### src/rtl/deser_bitslip_align_ctrl.sv
// Word-alignment sequencer for a bank of ISERDES channels: serves one channel at a time,
// bitslipping it until its word matches the latched training pattern CHECK_LEN times in a row.
module deser_bitslip_align_ctrl #(
    parameter  int NCH       = 4,
    parameter  int DESERF    = 8,
    parameter  int SETTLE    = 4,
    parameter  int CHECK_LEN = 8,
    parameter  int MAX_SLIPS = 16,
    localparam int CHW       = (NCH > 1) ? $clog2(NCH) : 1,
    localparam int SCW       = $clog2(MAX_SLIPS + 1)
) (
    input  logic                  GCLK,
    input  logic                  RESET,
    input  logic                  START,
    input  logic [DESERF-1:0]     TRAIN_PATTERN,
    input  logic [NCH*DESERF-1:0] DATAIN,
    output logic [NCH-1:0]        DESERSYNC,
    output logic [NCH-1:0]        ALIGNED,
    output logic [NCH-1:0]        FAILED,
    output logic                  BUSY,
    output logic                  DONE,
    output logic [CHW-1:0]        CUR_CH,
    output logic [SCW-1:0]        SLIP_CNT
);

    localparam int STW = $clog2(SETTLE + 1);
    localparam int MCW = $clog2(CHECK_LEN + 1);

    typedef enum logic [2:0] {
        S_IDLE, S_WAIT, S_CHECK, S_SLIP, S_NEXT, S_FIN
    } state_t;

    state_t                    r_state, w_state_nxt;
    logic [DESERF-1:0]         r_pattern;
    logic [NCH-1:0]            r_desersync, r_aligned, r_failed;
    logic                      r_busy, r_done;
    logic [CHW-1:0]            r_cur_ch;
    logic [SCW-1:0]            r_slip_cnt;
    logic [STW-1:0]            r_settle;
    logic [MCW-1:0]            r_match;

    logic [NCH-1:0][DESERF-1:0] w_words;
    logic [NCH-1:0]            w_lane_match;
    logic [NCH-1:0]            w_cur_onehot;
    logic                      w_cur_match;
    logic                      w_settle_done, w_qual_done, w_budget_left, w_last_ch;

    assign w_words = DATAIN;

    // Every lane compares in parallel; the channel in service picks its result.
    for (genvar k = 0; k < NCH; k++) begin : g_lane
        assign w_lane_match[k] = (w_words[k] == r_pattern);
    end

    always_comb begin
        w_cur_onehot = '0;
        w_cur_match  = 1'b0;
        for (int k = 0; k < NCH; k++) begin
            if (r_cur_ch == CHW'(k)) begin
                w_cur_onehot[k] = 1'b1;
                w_cur_match     = w_lane_match[k];
            end
        end
    end

    assign w_settle_done = (r_settle == STW'(SETTLE - 1));
    assign w_qual_done   = (r_match == MCW'(CHECK_LEN - 1));
    assign w_budget_left = (r_slip_cnt != SCW'(MAX_SLIPS));
    assign w_last_ch     = (r_cur_ch == CHW'(NCH - 1));

    always_ff @(posedge GCLK) begin
        if (RESET) r_state <= S_IDLE;
        else       r_state <= w_state_nxt;
    end

    always_comb begin
        w_state_nxt = r_state;
        case (r_state)
            S_IDLE, S_FIN: if (START) w_state_nxt = S_WAIT;
            S_WAIT:        if (w_settle_done) w_state_nxt = S_CHECK;
            S_CHECK: begin
                if (w_cur_match) begin
                    if (w_qual_done) w_state_nxt = S_NEXT;
                end else if (w_budget_left) begin
                    w_state_nxt = S_SLIP;
                end else begin
                    w_state_nxt = S_NEXT;
                end
            end
            S_SLIP:        w_state_nxt = S_WAIT;
            S_NEXT:        w_state_nxt = w_last_ch ? S_FIN : S_WAIT;
            default:       w_state_nxt = S_IDLE;
        endcase
    end

    always_ff @(posedge GCLK) begin
        if (RESET) begin
            r_pattern   <= '0;
            r_desersync <= '0;
            r_aligned   <= '0;
            r_failed    <= '0;
            r_busy      <= 1'b0;
            r_done      <= 1'b0;
            r_cur_ch    <= '0;
            r_slip_cnt  <= '0;
            r_settle    <= '0;
            r_match     <= '0;
        end else begin
            // The bitslip strobe is a one-cycle pulse issued on entry to SLIP.
            r_desersync <= '0;
            case (r_state)
                S_IDLE, S_FIN: begin
                    if (START) begin
                        r_pattern  <= TRAIN_PATTERN;
                        r_aligned  <= '0;
                        r_failed   <= '0;
                        r_done     <= 1'b0;
                        r_busy     <= 1'b1;
                        r_cur_ch   <= '0;
                        r_slip_cnt <= '0;
                        r_settle   <= '0;
                    end
                end
                S_WAIT: begin
                    if (w_settle_done) r_match  <= '0;
                    else               r_settle <= r_settle + 1'b1;
                end
                S_CHECK: begin
                    if (w_cur_match) begin
                        r_match <= r_match + 1'b1;
                        if (w_qual_done) r_aligned <= r_aligned | w_cur_onehot;
                    end else if (w_budget_left) begin
                        r_desersync <= w_cur_onehot;
                        r_slip_cnt  <= r_slip_cnt + 1'b1;
                    end else begin
                        r_failed <= r_failed | w_cur_onehot;
                    end
                end
                S_SLIP: r_settle <= '0;
                S_NEXT: begin
                    if (w_last_ch) begin
                        r_busy <= 1'b0;
                        r_done <= 1'b1;
                    end else begin
                        r_cur_ch   <= r_cur_ch + 1'b1;
                        r_slip_cnt <= '0;
                        r_settle   <= '0;
                    end
                end
                default: ;
            endcase
        end
    end

    assign DESERSYNC = r_desersync;
    assign ALIGNED   = r_aligned;
    assign FAILED    = r_failed;
    assign BUSY      = r_busy;
    assign DONE      = r_done;
    assign CUR_CH    = r_cur_ch;
    assign SLIP_CNT  = r_slip_cnt;

endmodule

### config.mk
export PLATFORM = sky130hd
export DESIGN_NAME = deser_bitslip_align_ctrl
export DESIGN_NICKNAME = d
export VERILOG_FILES = /design/src/rtl/deser_bitslip_align_ctrl.sv
export SDC_FILE = /design/constraint.sdc
export NUM_CORES = 1
export LEC_CHECK = 0
export ABC_AREA = 1
export BUFFER_PORTS_ARGS = -buffer_cell sky130_fd_sc_hd__buf_4
export CORE_MARGIN = 1.5
export CORE_UTILIZATION = 35
export CTS_BUF_LIST = sky130_fd_sc_hd__clkbuf_8
export CTS_CLUSTER_SIZE = 12
export DETAILED_ROUTE_END_ITERATION = 8
export PLACE_DENSITY = 0.6
export SETUP_SLACK_MARGIN = 0.02
export SYNTH_ARGS = -nofsm -noshare
export SYNTH_HDL_FRONTEND = slang
export SYNTH_SLANG_ARGS = --single-unit
### constraint.sdc
create_clock -name GCLK -period 2.5 [get_ports GCLK]
set_clock_uncertainty 0.15 [all_clocks]
set_input_delay 0.375 -clock GCLK [delete_from_list [all_inputs] [get_ports GCLK]]
set_output_delay 0.375 -clock GCLK [all_outputs]
set_load 0.02 [all_outputs]
==> metrics.yaml <==
status: "finished, violations left"
violations: "design-rule violations"
period_share: 0.844
cp_max_fo: 4
dp_cells: 473
grt_use_total: 0.169
ant_nets: 0
insertion_delay_ns: 0.29
drive_gt1_frac: 0.260
timing.hold.ws_ns: 0.196
grt_first_pass_wirelength_um: 9790
finalPower_mw: 2.37
synth_common_cells: "nand2_1, nor2_1, inv_1"
crit_required_ns: 2.53
syn_area_um2: 2350
power_leakage_nw: 1.39
cts_tree: "done"
cts_buffers: 5
netlist_top_cells_area: "dfxtp_1, nand2_1, nor2_1"
ys_seq_area_frac: 0.333
h-tree-depth: 2
ff2ff_path_depth: 16
std_cell_rows: 29
clock_path_buffers: 2
synth_cells: 337
die-area_um2: 7210
synth.top_cell.area_share: 0.333
rr_endpoint: "FAILED[2]"
grt_setup_unrepaired: "no"
drtIter0Drc: 81
period_needed_ns: 2.11
fin_cells: 481
final_hold_viol_count: 0
postCtsHoldBufs: 0
grt_max_degree: 17
synth_area_leader_cell: "dfxtp_1"
io_pins: 64
dpl_worst_slack_ns: 0.410
synthAdderAreaFrac: 0.0480
wl_um: 5770
final.setup.tns_ns: 0
muxShareOfSynthArea: 0
firstDrtPassIters: 6
maxSlewViolCount: 0
synth-main-ff-cell: "dfxtp_1"
viasPerCell: 4.66
route.detailed.drc: 5
async_flop_share: 0
setup_slack_ns: 0.389
coreArea_um2: 6420
first_global_vias: 2129
vias: 2242
yosysMostFrequentCell: "nand2_1"
synth_xor_area_frac: 0.0672
synth-seq-cells: 39
synth_simple_gate_area_frac: 0.331
worstMarginPinSlew_ns: 0.560
cts-root-buf: "clkbuf_8"
cts_setup_buffers: 0
areaGrowthSynthToFinish_pct: 28.5
setup_violations: 0
grt-ovfl-total: 0
power.density_nw_per_um2: 786
cts-resized-gates: 0
ir_worst_vdd_mv: 0.288
post_synth.cell_area_avg_um2: 6.97
hpwl_um: 4580
fp.dieH_um: 84.9
hold_end: "r_pattern[3]"
clk_pin_slew_worst_paths_ns: 0.08
r2r_setup_slack_ns: 0.39
gp_congestion: 0.929
cp.arrival_ns: 2.14
synth-edff-count: 0
nets: 455
floorplan.initialDensity: 0.365
drv_cap: 0
cts_sinks: 39
path_class: "flip-flop to flip-flop"
synth_top_family_by_area: "simple AND/OR/NAND/NOR gates"
wire_per_inst_um: 12.0
hold_start: "TRAIN_PATTERN[3]"
diodes: 0
yosysWarnings: 0
antenna_found_initial: 0
crit_path_end_kind: "flip-flop"
maxSlewHeadroom: 0.625
synth.distinct_cells: 36
fmax_mhz: 474
min_path_type: "input port to flip-flop"
port_buffers: 63
synth-compound-area-share: 0.128
startpoint_type: "flip-flop"
hold_depth: 3
worst_r2r_startpoint: "CUR_CH[1]"
synth_nets: 389
dieWidth_um: 84.9
-- metal layers --
layer  up-vias  track usage  part of all wire
met3         6       0.0467             0.067
li1       1200            -                 -
met2        57        0.283              0.47
met5         -            0                 0
met1       979        0.215              0.45
met4         0       0.0477            0.0088
-- cells in the final DEF, fill, tap and decap left out, drive strengths merged --
cell type,n
o22ai,1
o21ai,16
a21oi,32
nor3,3
nand3b,1
o211ai,1
nor2,49
clkbuf,5
bufinv,1
a211oi,2
clkinv,2
o211a,1
nand3,19
nand2,76
inv,50
or2,4
dfxtp,39
xnor2,11
buf,65
nand4,9
xor2,7
a22oi,1
ha,9
-- critical path, cell delays in order, from the launching register on --
cell     delay [ns]
dfxtp_1        0.38
inv_1          0.09
ha_1           0.23
inv_1          0.08
nand2_1        0.05
nor2_1         0.10
nand2_1        0.06
nor2_1         0.09
nand3_1        0.08
nand2_1        0.06
nand2_1        0.06
nand2_2        0.10
nand2_2        0.09
nand2_1        0.07
nand2_1        0.11
a21oi_1        0.17
nor2_1         0.05
-- kinds of logic (layout without fill, tap and decap cells) --
| kind of cell | after synthesis | in the layout |
|---|---|---|
| AND/OR/NAND/NOR | 161 | 161 |
| buffers and inverters | 56 | 123 |
| AO/OA/AOI/OAI | 54 | 54 |
| flip-flops | 39 | 39 |
| XOR/XNOR | 18 | 18 |
| adder cells (fa/ha/maj) | 9 | 9 |
-- how the worst max path moves through the flow --
stage / cells after the start / endpoint / from
3_3_place_gp: 16 / FAILED[1] / CUR_CH[1]
2_1_floorplan: 16 / SLIP_CNT[1] / CUR_CH[1]
6_report: 16 / FAILED[2] / CUR_CH[1]
5_1_grt: 16 / FAILED[2] / CUR_CH[1]
4_1_cts: 16 / FAILED[2] / CUR_CH[1]
3_5_place_dp: 16 / FAILED[2] / CUR_CH[1]
-- power by group --
part / internal (mW) / switching [mW] / leakage [nW] / total (mW)
clock: 0.297 / 0.230 / 0.0581 / 0.527
sequential: 0.728 / 0.116 / 0.318 / 0.844
combinational: 0.400 / 0.602 / 1.01 / 1.00
total: 1.42 / 0.948 / 1.39 / 2.37
-- sequential cells by signal, indices dropped and copies added (netlist names) --
signal,cells
ALIGNED,4
BUSY,1
CUR_CH,2
DESERSYNC,4
DONE,1
FAILED,4
SLIP_CNT,5
r_match,4
r_pattern,8
r_settle,3
r_state,3
-- stage by stage --
stage	util	instance area, um^2
2_1_floorplan	-	2350
3_3_place_gp	0.452	2900
3_5_place_dp	0.452	2900
4_1_cts	0.470	3020
5_1_grt	0.470	3020
6_report	0.470	3020
-- area by class of cell --
| cell class | count | area, um^2 |
|---|---|---|
| sequential | 39 | 781 |
| timing repair buffer | 65 | 488 |
| clock inverter | 3 | 43.8 |
| fill | 661 | 3410 |
| tap | 77 | 96.3 |
| clock buffer | 5 | 68.8 |
| multi-input combinational | 242 | 1350 |
| inverter | 50 | 190 |
Note: power is estimated with default switching activity, not from simulation.
